--- config.mk ---
export PLATFORM = sky130hd
export DESIGN_NAME = pb_debounce
export DESIGN_NICKNAME = d
export VERILOG_FILES = /design/src/rtl/pb_defs.sv /design/src/rtl/pb_debounce_ch.sv /design/src/rtl/pb_debounce.sv
export SDC_FILE = /design/constraint.sdc
export NUM_CORES = 1
export LEC_CHECK = 0
export CAP_MARGIN = 5
export CORE_MARGIN = 4
export CORE_UTILIZATION = 25
export CTS_CLUSTER_DIAMETER = 200
export CTS_CLUSTER_SIZE = 28
export DETAILED_ROUTE_END_ITERATION = 10
export PLACE_DENSITY = 0.44
export REMOVE_ABC_BUFFERS = 1
export SYNTH_ARGS = -nofsm -noshare
export SYNTH_HDL_FRONTEND = slang
export SYNTH_SLANG_ARGS = --single-unit
export TNS_END_PERCENT = 10
--- constraint.sdc ---
create_clock -name clk -period 3.3 [get_ports clk]
set_clock_uncertainty 0.15 [all_clocks]
set_input_delay 0.825 -clock clk [delete_from_list [all_inputs] [get_ports clk]]
set_output_delay 0.825 -clock clk [all_outputs]
set_load 0.01 [all_outputs]
--- src/rtl/pb_defs.sv ---
// Shared definitions for the pushbutton debouncer: per-channel FSM encodings
// and the counter-width helper used by every channel.
package pb_defs;

  typedef enum logic [1:0] {
    ST_IDLE   = 2'd0,
    ST_HOLD   = 2'd1,
    ST_REPEAT = 2'd2
  } pb_state_e;

  // Counters hold values up to n-1, so $clog2(n)+1 bits always has headroom.
  function automatic int cnt_w(input int n);
    return $clog2(n) + 1;
  endfunction

endpackage

--- src/rtl/pb_debounce_ch.sv ---
// Single pushbutton channel: synchronizer, debounce counter, and the
// press/release/auto-repeat FSM with registered one-cycle pulse outputs.
module pb_debounce_ch
  import pb_defs::*;
#(
  parameter int SYNC_STAGES   = 2,
  parameter int DB_CYCLES     = 50000,
  parameter int HOLD_CYCLES   = 25000000,
  parameter int REPEAT_CYCLES = 5000000
) (
  input  logic clk,
  input  logic rst_n,
  input  logic pb,
  output logic level,
  output logic press,
  output logic rel,
  output logic rpt,
  output logic evt
);

  localparam int DB_W   = cnt_w(DB_CYCLES);
  localparam int HOLD_W = cnt_w(HOLD_CYCLES);
  localparam int REP_W  = cnt_w(REPEAT_CYCLES);

  localparam logic [DB_W-1:0]   DB_LAST   = DB_W'(DB_CYCLES - 1);
  localparam logic [HOLD_W-1:0] HOLD_LAST = HOLD_W'(HOLD_CYCLES - 1);
  localparam logic [REP_W-1:0]  REP_LAST  = REP_W'(REPEAT_CYCLES - 1);

  logic [SYNC_STAGES-1:0] sync_p0;
  logic                   sync_bit;
  logic                   lvl_p1;
  logic [DB_W-1:0]        db_cnt;
  logic                   rise;
  logic                   fall;
  pb_state_e              state;
  logic [HOLD_W-1:0]      hold_cnt;
  logic [REP_W-1:0]       rep_cnt;

  assign sync_bit = sync_p0[SYNC_STAGES-1];

  // Stage p0: metastability chain, the only consumer of the raw pb input
  always_ff @(posedge clk or negedge rst_n) begin
    if (!rst_n) begin
      sync_p0 <= '0;
    end else begin
      sync_p0 <= {sync_p0[SYNC_STAGES-2:0], pb};
    end
  end

  // Stage p1: accept a new level only after DB_CYCLES consecutive differing samples
  always_ff @(posedge clk or negedge rst_n) begin
    if (!rst_n) begin
      lvl_p1 <= 1'b0;
      db_cnt <= '0;
    end else if (sync_bit == lvl_p1) begin
      db_cnt <= '0;
    end else if (db_cnt == DB_LAST) begin
      lvl_p1 <= ~lvl_p1;
      db_cnt <= '0;
    end else begin
      db_cnt <= db_cnt + DB_W'(1);
    end
  end

  // The output level lags lvl_p1 by one register, so edges are visible here
  assign rise = lvl_p1 & ~level;
  assign fall = ~lvl_p1 & level;

  // Stage p2: registered level, edge pulses and hold/repeat FSM
  always_ff @(posedge clk or negedge rst_n) begin
    if (!rst_n) begin
      level    <= 1'b0;
      press    <= 1'b0;
      rel      <= 1'b0;
      rpt      <= 1'b0;
      evt      <= 1'b0;
      state    <= ST_IDLE;
      hold_cnt <= '0;
      rep_cnt  <= '0;
    end else begin
      level <= lvl_p1;
      press <= rise;
      rel   <= fall;
      rpt   <= 1'b0;
      evt   <= rise;
      case (state)
        ST_IDLE: begin
          if (rise) begin
            state    <= ST_HOLD;
            hold_cnt <= '0;
          end
        end
        ST_HOLD: begin
          if (fall) begin
            state <= ST_IDLE;
          end else if (hold_cnt == HOLD_LAST) begin
            state   <= ST_REPEAT;
            rep_cnt <= '0;
            rpt     <= 1'b1;
            evt     <= 1'b1;
          end else begin
            hold_cnt <= hold_cnt + HOLD_W'(1);
          end
        end
        ST_REPEAT: begin
          // A release on the same edge suppresses the repeat pulse
          if (fall) begin
            state <= ST_IDLE;
          end else if (rep_cnt == REP_LAST) begin
            rep_cnt <= '0;
            rpt     <= 1'b1;
            evt     <= 1'b1;
          end else begin
            rep_cnt <= rep_cnt + REP_W'(1);
          end
        end
        default: begin
          state <= ST_IDLE;
        end
      endcase
    end
  end

endmodule

--- src/rtl/pb_debounce.sv ---
// Multi-channel pushbutton debouncer: WIDTH independent channels, each with
// level, press, release, auto-repeat and combined event outputs.
module pb_debounce
  import pb_defs::*;
#(
  parameter int WIDTH         = 5,
  parameter int SYNC_STAGES   = 2,
  parameter int DB_CYCLES     = 50000,
  parameter int HOLD_CYCLES   = 25000000,
  parameter int REPEAT_CYCLES = 5000000
) (
  input  logic             clk,
  input  logic             rst_n,
  input  logic [WIDTH-1:0] pb,
  output logic [WIDTH-1:0] pb_level,
  output logic [WIDTH-1:0] pb_press,
  output logic [WIDTH-1:0] pb_release,
  output logic [WIDTH-1:0] pb_repeat,
  output logic [WIDTH-1:0] pb_event
);

  for (genvar i = 0; i < WIDTH; i++) begin : g_ch
    pb_debounce_ch #(
      .SYNC_STAGES  (SYNC_STAGES),
      .DB_CYCLES    (DB_CYCLES),
      .HOLD_CYCLES  (HOLD_CYCLES),
      .REPEAT_CYCLES(REPEAT_CYCLES)
    ) u_ch (
      .clk  (clk),
      .rst_n(rst_n),
      .pb   (pb[i]),
      .level(pb_level[i]),
      .press(pb_press[i]),
      .rel  (pb_release[i]),
      .rpt  (pb_repeat[i]),
      .evt  (pb_event[i])
    );
  end

endmodule

==> results.ini, run 1 <==
[clock_tree]
cts_tree=yes
cts.path.max_buffers=3
ctsHoldBuffers=0
cts_resized=0
path_clk_slew_ns=0.12
root_buffer=clkbuf_16
numCtsBuffers=17
clock_latency_ns=0.54
cts_max_level=1
postCtsSetupBuffers=0
clock_sinks=385

[floorplan]
ios=32
rows=106
start_util=0.253
core-area_um2=84000
die_x_um=300
die_y_um=300
dieArea_um2=89700

[detailed_routing]
route.antenna.remaining_nets=0
vias=17641
drtPass1Iterations=5
wl_um=51700
viasPerCell=5.10
wire_per_inst_um=14.9
drc_errors=0
dr.first_iter.drc_count=1195

[grt]
grt_max_degree=67
gr-usage-all-layers=0.112
grt_pass1_wl_um=87800
antenna_found_initial=0
grt-ovfl-total=0
grt_pass1_vias=17098

[synth]
avgSynthCellArea_um2=9.06
ys_warn_count=0
netlist-cell-type-count=78
synth_ff_type=dfrtp_1
syn-cell-area_um2=21300
synth_seq_cells=385
async_flop_share=1.00
synth_edf_count=0
syn_inst=2345
yosysSeqAreaShare=0.453

[worst_setup_path]
path_class=flip-flop to flip-flop
r2r_start=g_ch[1].u_ch.rep_cnt[12]
path_buf_inv=0
critical_path.endpoint_type=flip-flop
crit_family=simple AND/OR/NAND/NOR gates
critPathMaxFanout=17
reg2regPathDepth=5
cp.arrival_ns=3.19
r2r_setup_slack_ns=0.40
cpPeakStageDelay_ns=0.56
slowest_stage=or4b_1
critical_path.startpoint_type=flip-flop
path_cells=or4b_1 -> or4_1 -> o21a_1 -> and2_1 -> a22o_1
required_ns=3.59
r2r-end=g_ch[1].u_ch.rep_cnt[1]

[placement]
pre_cts_ws_ns=0.443
place_area_um2=22900
dp.cells=3444
place.gp.congestion=0.807
hpwlAfterDp_um=35700
io_buffers=31

[pwr]
cellLeakagePower_nw=9.04
peakVddDrop_mv=0.247
powerDensity_nw_per_um2=318

[sta]
slew_violations=0
period_minus_slack_ns=2.90
finalWorstSetupSlack_ns=0.399
max-slew-margin-rel=0.298
holdWs_ns=0.106
setup_viol=0
worstMarginPinSlew_ns=1.05
rsz0062_at_grt=no
finalHoldViolations=0
fin_crit_sh=0.879
max_freq_mhz=345

[min_path]
hold_class=primary input to async pin

[run]
maxCapViolations=0

[cells_and_area]
antennaDiodeCount=0
fin_nets=2366
post-route-util=0.278
finalNonFillerCells=3462
final_area_um2=23300
area_growth_pct=9.79
drive_above_1_share=0.0515

[run_status]
status=completed

## report_power, final
| group | internal, W | switching [W] |
|---|---|---|
| Sequential | 0.00474 | 0.0000185 |
| Clock | 0.000947 | 0.00155 |
| Combinational | 0.0000392 | 0.000129 |
| Total | 0.00572 | 0.00170 |
## placed cells by master, fill, tap and decap left out, drive strengths merged, types with 7 or more instances in the layout
cell type | Yosys | layout
dfrtp | 385 | 385
nor2 | 216 | 216
nand2 | 190 | 190
nand3 | 175 | 175
a21oi | 131 | 131
o21ai | 107 | 107
nand4 | 95 | 95
inv | 91 | 92
or4 | 65 | 65
xnor2 | 64 | 64
nor4 | 59 | 59
o31ai | 57 | 57
or3 | 56 | 56
buf | 36 | 54
xor2 | 52 | 52
and3 | 48 | 48
nor3 | 42 | 42
and4 | 31 | 31
ha | 30 | 30
clkdlybuf4s50 | 0 | 30
a211oi | 27 | 27
nand2b | 25 | 25
a22o | 24 | 24
nor4b | 22 | 22
mux2i | 20 | 20
clkbuf | 83 | 17
or2 | 16 | 16
nand3b | 16 | 16
o22ai | 15 | 15
and2 | 15 | 15
o211ai | 14 | 14
nand4b | 12 | 12
o21a | 12 | 12
a31oi | 11 | 11
a21o | 11 | 11
a211o | 11 | 11
a31o | 9 | 9
or4b | 9 | 9
o41ai | 7 | 7
## cells in the mapped netlist, types with 57 or more instances
cell type | count | area (um^2)
inv_1 | 91 | 342
nand4_1 | 95 | 594
nor2_1 | 216 | 811
dfrtp_1 | 385 | 9630
nand2_1 | 190 | 713
a21oi_1 | 128 | 641
nand3_1 | 175 | 876
or4_1 | 63 | 473
o21ai_0 | 100 | 500
clkbuf_1 | 83 | 312
xnor2_1 | 64 | 561
o31ai_1 | 57 | 428
## registers in the layout (all words and copies together), names as in the netlist, 10 cells and up
name and count:
g_ch.u_ch.db_cnt 85, g_ch.u_ch.rep_cnt 120, g_ch.u_ch.hold_cnt 130, g_ch.u_ch.state 10
g_ch.u_ch.sync_p0 10
## layout make-up
type / count / area, um^2
clock buffers: 17 / 425
clock inverters: 1 / 8.76
fillers: 8843 / 60600
inverters: 91 / 342
multi-input cells: 1750 / 10700
flip-flops and latches: 385 / 9630
well taps: 1134 / 1420
repair buffers: 84 / 776
## logic make-up (layout without fill, tap and decap cells)
family | after synthesis | after routing | share of synthesized area
fa+ha+maj | 30 | 30 | 0.0177
simple gates | 1102 | 1102 | 0.281
mux | 25 | 25 | 0.0121
xor+xnor | 116 | 116 | 0.0478
compound gates | 477 | 477 | 0.145
buf+inv | 210 | 193 | 0.0426
flops | 385 | 385 | 0.453
## how the worst max path moves through the flow
stage                                   from                  endpoint  slack (ns)  depth (start not counted)
finish              g_ch[1].u_ch.rep_cnt[12]   g_ch[1].u_ch.rep_cnt[1]        0.40                          5
global route        g_ch[1].u_ch.rep_cnt[12]  g_ch[1].u_ch.rep_cnt[15]        0.32                          6
CTS                 g_ch[1].u_ch.rep_cnt[12]   g_ch[1].u_ch.rep_cnt[1]        0.41                          5
detailed placement  g_ch[1].u_ch.rep_cnt[12]  g_ch[1].u_ch.rep_cnt[13]        0.44                          6
global placement    g_ch[1].u_ch.rep_cnt[12]   g_ch[1].u_ch.rep_cnt[1]        0.53                          5
floorplan              g_ch[4].u_ch.state[1]  g_ch[4].u_ch.rep_cnt[10]       -0.11                          7
## metal layers
metal	GRT usage	up-vias	wire length (um)	part of all wire
li1	-	8610	-	-
met1	0.158	8739	25300	0.49
met2	0.188	246	24000	0.46
met3	0.0107	46	1540	0.030
met4	0.0251	0	905	0.017
met5	0	-	0	0
## stage by stage
step	power, W	setup TNS [ns]
floorplan	0.00488	-1.80
global placement	0.00503	0
detailed placement	0.00503	0
CTS	0.00763	0
global route	0.00778	0
finish	0.00742	0
No activity file was read; power rests on OpenSTA's default activity.
==> run 2: changes to the inputs <==
- CAP_MARGIN: 5 -> unset
==> results of run 2 <==
No change in the layout: final DEF, timing and power equal those of run 1.
